==> config.mk <==
export PLATFORM = sky130hd
export DESIGN_NAME = life_grid_engine
export DESIGN_NICKNAME = d
export VERILOG_FILES = /design/src/rtl/life_pkg.sv /design/src/rtl/life_row_next.sv /design/src/rtl/life_grid_engine.sv
export SDC_FILE = /design/constraint.sdc
export NUM_CORES = 1
export LEC_CHECK = 0
export CORE_AREA = 2 2 171 173
export DETAILED_ROUTE_END_ITERATION = 6
export DIE_AREA = 0 0 173 175
export MAX_ROUTING_LAYER = met4
export PLACE_DENSITY_LB_ADDON = 0.3
export SYNTH_ARGS = -nofsm -noshare
export SYNTH_HDL_FRONTEND = slang
export SYNTH_SLANG_ARGS = --single-unit
==> constraint.sdc <==
create_clock -name CLK -period 6.9 [get_ports CLK]
set_input_delay 1.38 -clock CLK [delete_from_list [all_inputs] [get_ports CLK]]
set_output_delay 1.38 -clock CLK [all_outputs]
set_load 0.005 [all_outputs]
==> src/rtl/life_pkg.sv <==
// Shared types and the Game of Life cell rule for the grid engine.
package life_pkg;

    typedef enum logic [1:0] {
        StIdle,
        StCompute,
        StCommit
    } state_e;

    // Eight neighbours fit in four bits.
    localparam int unsigned CntW = 4;

    // Next state of one cell from its own state and its live-neighbour count.
    function automatic logic next_cell(input logic me, input logic [CntW-1:0] cnt);
        return (cnt == 4'd3) || (me && (cnt == 4'd2));
    endfunction

endpackage

==> src/rtl/life_row_next.sv <==
// Combinational next-state of one board row from the rows above, at and below it.
// Column wrap is selected by LIFE_TORUS_EN; otherwise cells past either edge read as dead.
module life_row_next
    import life_pkg::*;
#(
    parameter int unsigned WIDTH = 8
) (
    input  logic [WIDTH-1:0] above,
    input  logic [WIDTH-1:0] cur,
    input  logic [WIDTH-1:0] below,
    output logic [WIDTH-1:0] next_row
);

    // Rows padded with one guard column per side; bit c+1 holds column c.
    logic [WIDTH+1:0] ext_above;
    logic [WIDTH+1:0] ext_cur;
    logic [WIDTH+1:0] ext_below;

`ifdef LIFE_TORUS_EN
    assign ext_above = {above[0], above, above[WIDTH-1]};
    assign ext_cur   = {cur[0],   cur,   cur[WIDTH-1]};
    assign ext_below = {below[0], below, below[WIDTH-1]};
`else
    assign ext_above = {1'b0, above, 1'b0};
    assign ext_cur   = {1'b0, cur,   1'b0};
    assign ext_below = {1'b0, below, 1'b0};
`endif

    // Count the eight neighbours of every column and apply the rule.
    always_comb begin
        logic [CntW-1:0] cnt;
        next_row = '0;
        for (int c = 0; c < int'(WIDTH); c++) begin
            cnt = CntW'(ext_above[c]) + CntW'(ext_above[c+1]) + CntW'(ext_above[c+2])
                + CntW'(ext_cur[c])                           + CntW'(ext_cur[c+2])
                + CntW'(ext_below[c]) + CntW'(ext_below[c+1]) + CntW'(ext_below[c+2]);
            next_row[c] = next_cell(ext_cur[c+1], cnt);
        end
    end

endmodule

==> src/rtl/life_grid_engine.sv <==
// Row-serial Game of Life engine: host loads rows, then requests N generations.
// One shadow row is computed per cycle and the whole board commits at generation end.
// Build option LIFE_TORUS_EN makes the board toroidal (rows and columns wrap).
module life_grid_engine
    import life_pkg::*;
#(
    parameter int unsigned WIDTH  = 8,
    parameter int unsigned HEIGHT = 8,
    parameter int unsigned GEN_W  = 16
) (
    input  logic                      CLK,
    input  logic                      RST_N,
    input  logic                      LOAD_VALID,
    output logic                      LOAD_READY,
    input  logic [WIDTH-1:0]          LOAD_ROW,
    input  logic                      START,
    input  logic [GEN_W-1:0]          GEN_REQ,
    input  logic                      ABORT,
    output logic                      BUSY,
    output logic                      DONE,
    output logic                      STABLE,
    output logic [GEN_W-1:0]          GENERATION,
    output logic [WIDTH*HEIGHT-1:0]   GRID
);

    localparam int unsigned RowW = $clog2(HEIGHT);
    localparam logic [RowW-1:0] LastRow = RowW'(HEIGHT - 1);

    state_e                        state_q, state_d;
    logic [HEIGHT-1:0][WIDTH-1:0]  grid_q, grid_d;
    logic [HEIGHT-1:0][WIDTH-1:0]  shadow_q, shadow_d;
    logic [RowW-1:0]               load_ptr_q, load_ptr_d;
    logic [RowW-1:0]               row_ptr_q, row_ptr_d;
    logic [GEN_W-1:0]              remaining_q, remaining_d;
    logic [GEN_W-1:0]              gen_q, gen_d;
    logic                          stable_q, stable_d;
    logic                          done_q, done_d;

    logic [WIDTH-1:0] row_above, row_cur, row_below, row_next;
    logic             load_fire;

    assign LOAD_READY = (state_q == StIdle) && !START;
    assign load_fire  = LOAD_VALID && LOAD_READY;
    assign BUSY       = (state_q != StIdle);
    assign DONE       = done_q;
    assign STABLE     = stable_q;
    assign GENERATION = gen_q;
    assign GRID       = grid_q;

    // Gather the three committed rows around row_ptr, handling the top and bottom edges.
    always_comb begin
        row_cur = grid_q[row_ptr_q];
        if (row_ptr_q == '0) begin
`ifdef LIFE_TORUS_EN
            row_above = grid_q[HEIGHT-1];
`else
            row_above = '0;
`endif
        end else begin
            row_above = grid_q[row_ptr_q - 1'b1];
        end
        if (row_ptr_q == LastRow) begin
`ifdef LIFE_TORUS_EN
            row_below = grid_q[0];
`else
            row_below = '0;
`endif
        end else begin
            row_below = grid_q[row_ptr_q + 1'b1];
        end
    end

    life_row_next #(
        .WIDTH (WIDTH)
    ) u_row_next (
        .above    (row_above),
        .cur      (row_cur),
        .below    (row_below),
        .next_row (row_next)
    );

    // Next-state: load beats, run start, row compute, commit and abort.
    always_comb begin
        state_d     = state_q;
        grid_d      = grid_q;
        shadow_d    = shadow_q;
        load_ptr_d  = load_ptr_q;
        row_ptr_d   = row_ptr_q;
        remaining_d = remaining_q;
        gen_d       = gen_q;
        stable_d    = stable_q;
        done_d      = 1'b0;
        unique case (state_q)
            StIdle: begin
                if (START) begin
                    if (GEN_REQ == '0) begin
                        done_d = 1'b1;
                    end else begin
                        remaining_d = GEN_REQ;
                        row_ptr_d   = '0;
                        state_d     = StCompute;
                    end
                end else if (load_fire) begin
                    grid_d[load_ptr_q] = LOAD_ROW;
                    load_ptr_d = (load_ptr_q == LastRow) ? '0 : load_ptr_q + 1'b1;
                    // A fresh board starts a new generation count.
                    if (load_ptr_q == '0) begin
                        gen_d    = '0;
                        stable_d = 1'b0;
                    end
                end
            end
            StCompute: begin
                if (ABORT) begin
                    state_d = StIdle;
                end else begin
                    shadow_d[row_ptr_q] = row_next;
                    if (row_ptr_q == LastRow) begin
                        state_d = StCommit;
                    end else begin
                        row_ptr_d = row_ptr_q + 1'b1;
                    end
                end
            end
            StCommit: begin
                if (ABORT) begin
                    state_d = StIdle;
                end else begin
                    grid_d      = shadow_q;
                    stable_d    = (shadow_q == grid_q);
                    gen_d       = gen_q + 1'b1;
                    remaining_d = remaining_q - 1'b1;
                    if (remaining_q == GEN_W'(1)) begin
                        state_d = StIdle;
                        done_d  = 1'b1;
                    end else begin
                        row_ptr_d = '0;
                        state_d   = StCompute;
                    end
                end
            end
            default: state_d = StIdle;
        endcase
    end

    // State registers with asynchronous active-low reset.
    always_ff @(posedge CLK or negedge RST_N) begin
        if (!RST_N) begin
            state_q     <= StIdle;
            grid_q      <= '0;
            shadow_q    <= '0;
            load_ptr_q  <= '0;
            row_ptr_q   <= '0;
            remaining_q <= '0;
            gen_q       <= '0;
            stable_q    <= 1'b0;
            done_q      <= 1'b0;
        end else begin
            state_q     <= state_d;
            grid_q      <= grid_d;
            shadow_q    <= shadow_d;
            load_ptr_q  <= load_ptr_d;
            row_ptr_q   <= row_ptr_d;
            remaining_q <= remaining_d;
            gen_q       <= gen_d;
            stable_q    <= stable_d;
            done_q      <= done_d;
        end
    end

endmodule

After elaboration in Yosys (flattened, before gate mapping)
Index checks and enable logic that the tools add are counted.

operators by class
  multipliers = 0
  reduce and logical (&&, ||, !) cells = 35
  multiplexer cells = 52
  bitwise logic cells = 2
  $lt $le $gt $ge = 6
  divide/modulo/power cells = 0
  add/subtract/negate cells = 54
  shifts and indexed selects = 0
  equal/unequal tests = 32

operators with widths
  cell                   count
  $mux 64                3
  $add 4x1->4            41
  $bwmux 64              2
  $pmux 64 s2            1
  $mux 16                7
  $bmux 8 s3             3
  $eq 4x2->1 const B     16
  $eq 64x64->1           1
  $pmux 16 s2            2
  $mux 8                 7
  $demux 8 s3            2
  $mux 3                 7
  $add 16x1->16 const B  1
  $eq 16x1->1 const B    1
  $logic_not 16->1       1
  $lt 3x4->1 const B     4
  $ne 2x2->1 const B     8
  $sub 16x1->16 const B  1
  $add 1x1->2            7
  $logic_and 1x1->1      12
  $mux 1                 10
  $pmux 3 s3             1
  $logic_or 1x1->1       8
  $mux 2                 4
  other kinds (22)       31

storage, ports and cells
  memory bits (read-only) = 0
  word-level logic and storage cells = 204
  output and inout port bits = 84
  input bits = 29
  bits in latches = 0
  bits in writable memories = 0
  memories kept = 0
  bits in registers = 170

Logic depth before layout (Yosys ltp)
  word-level depth = 15
  depth in mapped cells = 23
  gate-level depth less buffers = 19

Modules after synthesis
A second synthesis with hierarchy kept.

unflattened totals
  cells, all modules = 1153
  area, all modules = 11139.4 um2

by module, submodules not included
  module            area each (um2)  seq. area each (um2)  cells an instance  instances
  life_grid_engine  9957.0           4254.1                1024               1
  life_row_next     1182.4           0.0                   129                1

Worst setup path before layout
OpenSTA, ideal clock, no wires.

  path kind = flip-flop to flip-flop
  start = register row_ptr_q[0]
  end = register shadow_q[51] (netlist name)
  data required time = 6.833 ns
  period minus slack after synthesis = 5.163 ns
  arrival time = 5.096 ns
  library setup time = 0.067 ns
  stages on the path, launching flop included = 20
  path buffers = 3
  setup slack = 1.737 ns
  cells stage by stage = dfrtp_1 buf_2 clkinv_1 ha_1 xnor2_1 buf_2 clkbuf_1 o21ai_0 mux2i_1 nor2_1 ha_1 inv_1 fa_1 fa_1 fa_1 fa_1 nor3_1 mux2i_1 a211oi_1 mux2_2

on the way
  word-level cells in the longest chain between the ends = 15
  elaborated cells on any way between the ends = 29
  classes of those cells = add/sub: 9; order compare: 2; eq/ne: 3; mux: 11; reduce/logical: 4

RTL lines
  element                       line                     RTL
  from (decl)                   life_grid_engine.sv:33   logic [RowW-1:0] row_ptr_q, row_ptr_d;
  from (signal assigned)        life_grid_engine.sv:163  row_ptr_q <= row_ptr_d;
  $sub 3x1->3                   life_grid_engine.sv:60   row_above = grid_q[row_ptr_q - 1'b1];
  $bmux 8 s3                    life_grid_engine.sv:60
  $mux 8 (implied by the code)  life_grid_engine.sv:60
  $mux 8                        life_grid_engine.sv:53   if (row_ptr_q == '0) begin
  $add 1x1->2                   life_row_next.sv:34      cnt = CntW'(ext_above[c]) + CntW'(ext_above[c+1]) + CntW'(ext_above[c+2])
  $add 4x1->4                   life_row_next.sv:34
  $add 4x1->4 (2 in a row)      life_row_next.sv:35      + CntW'(ext_cur[c]) + CntW'(ext_cur[c+2])
  $add 4x1->4 (3 in a row)      life_row_next.sv:36      + CntW'(ext_below[c]) + CntW'(ext_below[c+1]) + CntW'(ext_below[c+2]);
  $eq 4x2->1                    life_pkg.sv:15           return (cnt == 4'd3) || (me && (cnt == 4'd2));
  $logic_and 1x1->1             life_pkg.sv:15
  $logic_or 1x1->1              life_pkg.sv:15
  $bwmux 64 (*)                 life_grid_engine.sv:117  shadow_d[row_ptr_q] = row_next;
  to (signal assigned)          life_grid_engine.sv:161  shadow_q <= shadow_d;
  to (decl)                     life_grid_engine.sv:31   logic [HEIGHT-1:0][WIDTH-1:0] shadow_q, shadow_d;

Every way passes the cells marked *; elsewhere a longest branch is shown, timed or not. The select of a mux whose other input is x is not followed.
A chain may end at the register's enable or synchronous reset.

Worst setup path in the final report
  start = register row_ptr_q[0]
  end = register shadow_q[19] (netlist name)

The elaborated chain is that of the path after synthesis.

==> flow_metrics.tcl <==
set metrics [dict create \
    outcome "finished, final reports clean" \
    rsz0062_at_grt "false" \
    clock_skew_ps 14.2 \
    synth.distinct_cells 67 \
    initial_utilization 0.395 \
    end_kind "flop" \
    row_count 62 \
    period_needed_ps 5480 \
    syn_inst 1117 \
    hpwl_microns 27900 \
    crit_chain "clkinv_1, ha_1, xnor2_2, buf_4, mux4_2, mux2i_1, nor2_1, ha_1, inv_1, fa_1, fa_1, fa_1, fa_1, nor3_1, mux2i_1, a211oi_1, buf_4, mux2_2" \
    drt_iter0_drc 1303 \
    path_buf_inv 4 \
    chipWidth_microns 173 \
    remaining_drc_errors 0 \
    clk_path_buf_depth 2 \
    crit_family "adder cells" \
    drv_slew 0 \
    syn_nets 1204 \
    fmax_mhz 183 \
    synth_seq_cells 170 \
    cts_root_buf "clkbuf_16" \
    gr-total-overflow 0 \
    finalNetCount 1290 \
    place_congestion 0.937 \
    syn_area_sq_um 11200 \
    period_share 0.794 \
    synth_edf_count 0 \
    hold_ws_ps 481 \
    area_growth_pct 18.5 \
    grt_usage 0.260 \
    wl_microns 38300 \
    synthArstFlopShare 1.00 \
    slew_headroom 0.0894 \
    start_kind "flop" \
    synth_area_leader_cell "dfrtp_1" \
    cts-buffers-inserted 17 \
    ctsHoldBuffers 0 \
    fill_cells 2693 \
    seq_area_frac_synth 0.379 \
    dpl.cell_count 1568 \
    crit_type "flop to flop" \
    critPathMaxStageDelay_ps 560 \
    chipHeight_microns 175 \
    clkSinkCount 170 \
    finalHoldViolations 0 \
    antenna_found_initial 0 \
    fin_cells 1600 \
    io_pins 113 \
    worst_slew_pin_slew_ps 1360 \
    crit_required_ps 7260 \
    cpMaxStageDelayCell "fa_1" \
    grt_pass1_vias 9584 \
    synthAdderAreaFrac 0.0841 \
    wire_per_inst_microns 23.9 \
    synth_xor_area_frac 0.0500 \
    crit_fanout 21 \
    final.setup.tns_ps 0 \
    synth_top_area_share 0.379 \
    clkTransAtPathRegs_ps 70 \
    drive_above_1_share 0.146 \
    worstSkewPairLatency_ps 430 \
    htree_levels 4 \
    avgViaCountPerCell 6.07 \
    vias 9707 \
    drtPass1Iterations 7 \
    cts_setup_buffers 0 \
    yosysWarnings 0 \
    cts_resized 0 \
    ant_nets 0 \
    setup_viol 0 \
    grt_pass1_wl_microns 58300 \
    synthTopCellsByCount "dfrtp_1, nor2_1, nand2_1, mux2_2, a21oi_1" \
    core_area_sq_um 28400 \
    die_area_sq_um 30300 \
    ys.flop_type "dfrtp_1" \
    grt_max_degree 108 \
    diodes 0 \
    hold_class "flop to flop" \
    synth_compound_area_frac 0.143 \
    synth_top_family_by_area "multiplexers" \
    arrival_ps 5840 \
    cts_tree "built" \
    drv_cap 0 \
    cp_common_cell "fa_1" \
    synthMuxAreaShare 0.158 \
    yosysMostFrequentCell "dfrtp_1" \
    io_buffers 112 \
    synth-simple-area-share 0.142 \
    synth.area.top_cells "dfrtp_1, mux2_2, mux4_2" \
    syn_avg_cell_area_sq_um 10.0 \
]
[state kept, by name, indices dropped and copies added (netlist names)]
register / cells
DONE: 1
row_ptr_q: 3
GRID: 64
GENERATION: 16
remaining_q: 16
state_q: 2
shadow_q: 64
STABLE: 1
load_ptr_q: 3
[placed cells by master (no fill, tap or decap), drive strengths merged, types with 18 or more instances in the layout]
master,instances
buf,20
ha,29
mux2i,27
fa,29
nand3,18
nor3,20
dfrtp,170
clkdlybuf4s50,111
o22ai,45
nor4,20
xnor2,48
o21ai,67
inv,66
a21oi,68
a22oi,26
clkbuf,21
nor2,88
nand2,72
mux4,32
mux2,69
[layout make-up]
cell class / instances / area, sq um / area share
Clock inverter: 11 / 113 / 0.00847
Multi-Input combinational cell: 819 / 6480 / 0.487
Clock buffer: 21 / 460 / 0.0346
Timing Repair Buffer: 131 / 1260 / 0.0952
Sequential cell: 170 / 4260 / 0.320
Inverter: 64 / 240 / 0.0181
Tap cell: 384 / 480 / 0.0361
[layer usage]
metal  wire, microns  global-route usage  up-vias
met3            3470              0.0474       87
met4            1150              0.0939        0
met1           15500               0.339     4856
met2           18200               0.407      539
li1                -                   -     4225
met5               0                   -        -
[metrics by stage]
stage / utilization / setup WS [ps] / cell area (sq um)
3_5_place_dp: 0.448 / 1490 / 12700
6_report: 0.468 / 1420 / 13300
2_1_floorplan: - / 1740 / 11200
3_3_place_gp: 0.448 / 1620 / 12700
4_1_cts: 0.468 / 1440 / 13300
5_1_grt: 0.468 / 1160 / 13300
[final timing paths]
path | startpoint | endpoint | slack (ps) | cells after the start
min in group asynchronous | RST_N | GENERATION[2]$_DFFE_PN0P_ | 1090 | 1
max in group asynchronous | RST_N | row_ptr_q[0]$_DFFE_PN0P_ | 4340 | 2
min | STABLE$_DFFE_PN0P_ | STABLE$_DFFE_PN0P_ | 480 | 2
max | row_ptr_q[0]$_DFFE_PN0P_ | shadow_q[19]$_DFFE_PN0P_ | 1420 | 18
min reg2reg | STABLE$_DFFE_PN0P_ | STABLE$_DFFE_PN0P_ | 480 | 2
max reg2reg | row_ptr_q[0]$_DFFE_PN0P_ | shadow_q[19]$_DFFE_PN0P_ | 1420 | 18
[worst reg2reg max path: stages (launching register included)]
cell and delay [ps]:
dfrtp_2 360, clkinv_1 270, ha_1 350, xnor2_2 120, buf_4 270, mux4_2 340, mux2i_1 410, nor2_1 140
ha_1 350, inv_1 60, fa_1 560, fa_1 430, fa_1 420, fa_1 400, nor3_1 180, mux2i_1 100
a211oi_1 270, buf_4 230, mux2_2 170
[cell families (layout without fill, tap and decap cells)]
kind of cell,Yosys count,count (layout)
simple gates,311,311
compound gates,258,258
flops,170,170
mux,128,128
buf+inv,128,227
xor+xnor,64,64
fa+ha+maj,58,58
Power is left out: the tool's default activity adds up to more than one toggle a clock period on the data nets, which glitch-free logic cannot reach.
